--- src/rtl/cpu_reset_pkg.sv ---
// cpu_reset_pkg: shared constants for the Z80 reset conditioning block.
`default_nettype none

package cpu_reset_pkg;

    localparam int STRETCH_CYCLES_DEFAULT = 3;
    localparam int CNT_W                  = 4;
    localparam int MAX_STRETCH            = 15;

endpackage

`default_nettype wire

--- src/rtl/reset_sync.sv ---
// reset_sync: 2-flop asynchronous-assert, synchronous-release reset synchronizer.
`default_nettype none

module reset_sync (
    input  logic clk,
    input  logic arst_n_i,
    output logic sync_n_o
);

    logic ff1_q;
    logic ff2_q;

    always_ff @(posedge clk or negedge arst_n_i) begin
        if (!arst_n_i) begin
            ff1_q <= 1'b0;
            ff2_q <= 1'b0;
        end else begin
            ff1_q <= 1'b1;
            ff2_q <= ff1_q;
        end
    end

    assign sync_n_o = ff2_q;

endmodule

`default_nettype wire

--- src/rtl/cpu_reset.sv ---
// cpu_reset: Z80 reset conditioning (async assert, stretched sync release, clrpc hold).
// Optional macro RESET_SYNC_EN inserts a 2-flop release synchronizer ahead of the stretch counter.
`default_nettype none

module cpu_reset
    import cpu_reset_pkg::*;
#(
    parameter int STRETCH_CYCLES = STRETCH_CYCLES_DEFAULT
) (
    input  logic clk,
    input  logic nreset_in,
    input  logic M1,
    input  logic T2,
    output logic clrpc,
    output logic reset,
    output logic nreset
);

    localparam logic [CNT_W-1:0] STRETCH_VAL = CNT_W'(STRETCH_CYCLES);

    if (STRETCH_CYCLES < 1 || STRETCH_CYCLES > MAX_STRETCH) begin : g_bad_stretch
        $error("cpu_reset: STRETCH_CYCLES out of range 1..15");
    end

    logic             pin_ok;
    logic [CNT_W-1:0] cnt_q,    cnt_d;
    logic             reset_q,  reset_d;
    logic             nreset_q;
    logic             clrpc_q,  clrpc_d;

`ifdef RESET_SYNC_EN
    reset_sync u_reset_sync (
        .clk      (clk),
        .arst_n_i (nreset_in),
        .sync_n_o (pin_ok)
    );
`else
    assign pin_ok = nreset_in;
`endif

    always_comb begin
        cnt_d   = cnt_q;
        clrpc_d = clrpc_q;
        if (!pin_ok) begin
            cnt_d = '0;
        end else if (cnt_q != STRETCH_VAL) begin
            cnt_d = cnt_q + 1'b1;
        end
        // Release happens on the very edge the counter lands on the target.
        reset_d = (cnt_d != STRETCH_VAL);
        // Uses the pre-edge reset value, so an M1/T2 during the stretch cannot clear.
        if (reset_q) begin
            clrpc_d = 1'b1;
        end else if (M1 && T2) begin
            clrpc_d = 1'b0;
        end
    end

    always_ff @(posedge clk or negedge nreset_in) begin
        if (!nreset_in) begin
            cnt_q    <= '0;
            reset_q  <= 1'b1;
            nreset_q <= 1'b0;
            clrpc_q  <= 1'b1;
        end else begin
            cnt_q    <= cnt_d;
            reset_q  <= reset_d;
            nreset_q <= ~reset_d;
            clrpc_q  <= clrpc_d;
        end
    end

    assign reset  = reset_q;
    assign nreset = nreset_q;
    assign clrpc  = clrpc_q;

endmodule

`default_nettype wire

--- config.mk ---
export PLATFORM = sky130hd
export DESIGN_NAME = cpu_reset
export DESIGN_NICKNAME = d
export VERILOG_FILES = /design/src/rtl/cpu_reset_pkg.sv /design/src/rtl/reset_sync.sv /design/src/rtl/cpu_reset.sv
export SDC_FILE = /design/constraint.sdc
export NUM_CORES = 1
export LEC_CHECK = 0
export ABC_AREA = 0
export BUFFER_PORTS_ARGS = -buffer_cell sky130_fd_sc_hd__buf_2
export CAP_MARGIN = 5
export CELL_PAD_IN_SITES_DETAIL_PLACEMENT = 1
export CELL_PAD_IN_SITES_GLOBAL_PLACEMENT = 2
export CORE_AREA = 2 2 39 41
export DETAILED_ROUTE_END_ITERATION = 8
export DIE_AREA = 0 0 41 43
export MAX_ROUTING_LAYER = met4
export PLACE_DENSITY = 0.56
export SYNTH_ARGS = -nofsm -noshare
export SYNTH_HDL_FRONTEND = slang
export SYNTH_HIERARCHICAL = 1
export SYNTH_SLANG_ARGS = --single-unit
--- constraint.sdc ---
create_clock -name clk -period 3.4 [get_ports clk]
set_input_delay 0 -clock clk [delete_from_list [all_inputs] [get_ports clk]]
set_output_delay 0 -clock clk [all_outputs]
set_load 0.005 [all_outputs]
==> impl_results.html <==
<table>
<tr><th>Metric</th><th>Value</th></tr>
<tr><th colspan="2">Timing</th></tr>
<tr><td>Setup tns final</td><td>0 ns</td></tr>
<tr><td>F_max</td><td>617 MHz</td></tr>
<tr><td>Count of pins over their slew limit</td><td>0</td></tr>
<tr><td>WHS</td><td>0.0360 ns</td></tr>
<tr><td>Post-route clock skew</td><td>0.00143 ns</td></tr>
<tr><td>Max transition margin</td><td>84.4%</td></tr>
<tr><td>Number of hold-slack violations in the final timing report</td><td>0</td></tr>
<tr><td>Setup repair after global routing missed its margin</td><td>no</td></tr>
<tr><td>Minimum period implied by the final worst setup slack</td><td>1.62 ns</td></tr>
<tr><td>Final period utilization</td><td>47.7%</td></tr>
<tr><td>Slew of the pin with the lowest slew margin</td><td>0.233 ns</td></tr>
<tr><td>Final Setup Violations</td><td>0</td></tr>
<tr><th colspan="2">Clock tree</th></tr>
<tr><td>Number of setup buffers added after CTS</td><td>0</td></tr>
<tr><td>CTS tree</td><td>done</td></tr>
<tr><td>Clock insertion delay at the later pin of the skew report</td><td>0.25 ns</td></tr>
<tr><td>Maximum root-to-sink buffer count</td><td>2</td></tr>
<tr><td>Post-CTS sizing</td><td>0</td></tr>
<tr><td>Clock sink total</td><td>7</td></tr>
<tr><td>Number of buffers created by CTS</td><td>3</td></tr>
<tr><td>Clock slew at reported path FFs</td><td>0.05 ns</td></tr>
<tr><td>H-tree levels</td><td>1</td></tr>
<tr><td>Clock root buffer</td><td>sky130_fd_sc_hd__clkbuf_4</td></tr>
<tr><td>Hold Buf Count CTS</td><td>1</td></tr>
<tr><th colspan="2">Drt</th></tr>
<tr><td>DRC Markers</td><td>0</td></tr>
<tr><td>Length of the first detailed-routing pass in iterations</td><td>2</td></tr>
<tr><td>Vias/cell</td><td>4.51</td></tr>
<tr><td>Vias after detailed routing</td><td>248</td></tr>
<tr><td>Number of DRC markers in iteration 0</td><td>3</td></tr>
<tr><td>Routed Antenna Nets</td><td>0</td></tr>
<tr><td>Final routed wirelength across all metal layers</td><td>669 µm</td></tr>
<tr><td>Drt wl/cell</td><td>12.2 µm</td></tr>
<tr><th colspan="2">Hold path</th></tr>
<tr><td>Hold Path Class</td><td>in -&gt; reg</td></tr>
<tr><th colspan="2">Place</th></tr>
<tr><td>Post-DP Area</td><td>383 µm²</td></tr>
<tr><td>Global placer's final weighted congestion</td><td>0.707</td></tr>
<tr><td>Inst Count DP</td><td>50</td></tr>
<tr><td>Number of buffers added on ports</td><td>6</td></tr>
<tr><th colspan="2">Global routing</th></tr>
<tr><td>Number of antenna violations at the first check in global routing</td><td>0</td></tr>
<tr><td>Overflow after GRT</td><td>0</td></tr>
<tr><td>Total routing resource utilization after global routing</td><td>9.67%</td></tr>
<tr><td>Vias in the first global route</td><td>238</td></tr>
<tr><td>Maximum number of pins on one net before global-route repair</td><td>10</td></tr>
<tr><td>Wire length of the first global-routing pass</td><td>1070 µm</td></tr>
<tr><th colspan="2">Worst setup path</th></tr>
<tr><td>Crit path max-delay family</td><td>simple AND/OR/NAND/NOR gates</td></tr>
<tr><td>Cell-by-cell listing of the critical path</td><td>ha_1 -&gt; or4b_1 -&gt; nand3_1 -&gt; nor3b_2</td></tr>
<tr><td>Critical path buffers and inverters</td><td>0</td></tr>
<tr><td>Largest fanout on the critical path</td><td>6</td></tr>
<tr><td>Type of element capturing the critical path</td><td>flip-flop</td></tr>
<tr><td>Crit. Startpoint</td><td>cnt_q[0]$_DFF_PN0_</td></tr>
<tr><td>Worst r2r dst</td><td>nreset$_DFF_PN0_</td></tr>
<tr><td>Capture point of the worst path</td><td>nreset$_DFF_PN0_</td></tr>
<tr><td>Data required, critical path</td><td>3.57 ns</td></tr>
<tr><td>Launch point of the worst reg-to-reg path</td><td>cnt_q[0]$_DFF_PN0_</td></tr>
<tr><td>Reg-to-reg setup timing slack</td><td>1.78 ns</td></tr>
<tr><td>Worst path arrival time</td><td>1.79 ns</td></tr>
<tr><td>R2R depth</td><td>4</td></tr>
<tr><td>Peak per-stage delay on the critical path</td><td>0.53 ns</td></tr>
<tr><td>Library cell contributing the largest single delay on the critical path</td><td>sky130_fd_sc_hd__or4b_1</td></tr>
<tr><td>Critical Path Start Type</td><td>flip-flop</td></tr>
<tr><td>Crit. path cell count</td><td>4</td></tr>
<tr><td>Kind of critical path</td><td>reg -&gt; reg</td></tr>
<tr><th colspan="2">Final layout</th></tr>
<tr><td>Synth-to-layout area growth</td><td>25.9%</td></tr>
<tr><td>Number of nets in the finished design</td><td>45</td></tr>
<tr><td>Leading cell types in the layout, fill and taps excluded</td><td>6 x sky130_fd_sc_hd__buf_2, 5 x sky130_fd_sc_hd__dfrtp_1, 3 x sky130_fd_sc_hd__nor2_1, 3 x sky130_fd_sc_hd__clkbuf_4</td></tr>
<tr><td>Post-route design area</td><td>419 µm²</td></tr>
<tr><td>Commonest non-fill, non-tap cell in the layout</td><td>sky130_fd_sc_hd__buf_2</td></tr>
<tr><td>Fraction of final layout cells with drive strength greater than 1</td><td>33.3%</td></tr>
<tr><td>Filler Cells Inserted</td><td>167</td></tr>
<tr><td>Number of inserted diodes</td><td>0</td></tr>
<tr><td>Final Non-Filler Cells</td><td>55</td></tr>
<tr><th colspan="2">Die</th></tr>
<tr><td>Io pins</td><td>7</td></tr>
<tr><td>DIE WIDTH</td><td>41 µm</td></tr>
<tr><td>Height of the die</td><td>43 µm</td></tr>
<tr><td>Placeable core area</td><td>1380 µm²</td></tr>
<tr><td>Overall die area</td><td>1760 µm²</td></tr>
<tr><td># rows</td><td>14</td></tr>
<tr><td>Starting utilization of the core area</td><td>24.1%</td></tr>
<tr><th colspan="2">Yosys</th></tr>
<tr><td>Area share of the largest cell type after synthesis</td><td>37.6%</td></tr>
<tr><td>Post-synthesis instance area</td><td>333 µm²</td></tr>
<tr><td>Yosys warning total</td><td>6</td></tr>
<tr><td>Cell type contributing the most total cell area after synthesis</td><td>sky130_fd_sc_hd__dfrtp_1</td></tr>
<tr><td>#FFs+latches synth</td><td>7</td></tr>
<tr><td>Share of synthesized area occupied by flip-flops and latches</td><td>53.4%</td></tr>
<tr><td>Count of cell types in the netlist</td><td>16</td></tr>
<tr><td>Count of flip-flops with a built-in enable after synthesis</td><td>0</td></tr>
<tr><td>Number of cells produced by synthesis</td><td>28</td></tr>
<tr><td>Fraction of registers with async set/reset</td><td>100%</td></tr>
<tr><td>Mean instance size in the synthesized netlist</td><td>11.9 µm²</td></tr>
<tr><td>Post-Syn Nets</td><td>33</td></tr>
<tr><td>Most used flip-flop cell after synthesis</td><td>sky130_fd_sc_hd__dfrtp_1</td></tr>
<tr><td>Largest cells by area after synthesis</td><td>sky130_fd_sc_hd__dfrtp_1 38%, sky130_fd_sc_hd__dfstp_2 16%, sky130_fd_sc_hd__nor3b_2 7.5%, sky130_fd_sc_hd__nand4b_1 5.3%, sky130_fd_sc_hd__xor2_1 5.3%</td></tr>
<tr><th colspan="2">Run</th></tr>
<tr><td>Number of maximum-capacitance violations</td><td>0</td></tr>
<tr><th colspan="2">Run status</th></tr>
<tr><td>Status</td><td>finished, final reports clean</td></tr>
<tr><th colspan="2">Power</th></tr>
<tr><td>Leak</td><td>0.191 nW</td></tr>
<tr><td>Worst supply voltage drop on vdd</td><td>154 µV</td></tr>
<tr><td>P per Cell Area</td><td>539 nW/µm²</td></tr>
</table>
## worst min path at each step
stage	from	end	slack (ns)	cells past startpoint
2_1_floorplan	nreset_in	cnt_q[0]$_DFF_PN0_	-0.30	0
3_3_place_gp	nreset_in	cnt_q[2]$_DFF_PN0_	-0.15	1
3_5_place_dp	nreset_in	cnt_q[1]$_DFF_PN0_	-0.14	1
4_1_cts	T2	clrpc$_DFFE_PN1P_	0.05	3
5_1_grt	T2	clrpc$_DFFE_PN1P_	0.05	3
6_report	T2	clrpc$_DFFE_PN1P_	0.04	3
## synthesized netlist by cell type, drive strengths merged, types with 2 or more instances
library cell  count
dfrtp             5
nor2              3
dfstp             2
nand3             2
nand3b            2
nand4b            2
nor3b             2
xor2              2
## cell families after synthesis
kind of cell / synth area share [%]
AO/OA/AOI/OAI: 3.76
adder cells (fa/ha/maj): 3.76
buffers and inverters: 1.13
flip-flops: 53.4
AND/OR/NAND/NOR: 29.7
XOR/XNOR: 5.26
multiplexers: 3.01
## tightest hold or removal path, cell delays in order
cell,delay (ns)
sky130_fd_sc_hd__buf_2,0.09
sky130_fd_sc_hd__nand2_1,0.05
sky130_fd_sc_hd__a21o_1,0.11
## metrics by stage
stage / worst slack [ns] / utilization, % / total power (W)
floorplan: 1.94 / - / 0.000135
global placement: 1.85 / 27.7 / 0.000150
detailed placement: 1.78 / 27.7 / 0.000152
CTS: 1.77 / 30.3 / 0.000227
global route: 1.67 / 30.3 / 0.000243
finish: 1.78 / 30.3 / 0.000226
## metal layers
| metal | part of all wire, % | track usage, % | up-vias |
|---|---|---|---|
| met3 | 8.1 | 3.14 | 0 |
| met1 | 46 | 12.0 | 117 |
| li1 | - | - | 122 |
| met4 | 0 | 4.00 | 0 |
| met5 | 0 | - | - |
| met2 | 45 | 14.1 | 9 |
## area by class of cell
type	count	area [µm²]	area share, %
flip-flops and latches	7	178	42.4
clock buffers	4	26.3	6.27
well taps	16	20.0	4.78
repair buffers	7	40.0	9.55
multi-input cells	20	151	36.1
inverters	1	3.75	0.896
## flip-flops by register name, indices dropped and copies added, names as in the netlist
register,cells
clrpc,1
reset,1
nreset,1
cnt_q,4
## power breakdown
part           internal, W  switching (W)  total (W)
Sequential       0.0000964     0.00000912   0.000106
Clock            0.0000447      0.0000298  0.0000745
Combinational    0.0000241      0.0000218  0.0000459
No activity file was read; power rests on OpenSTA's default activity.
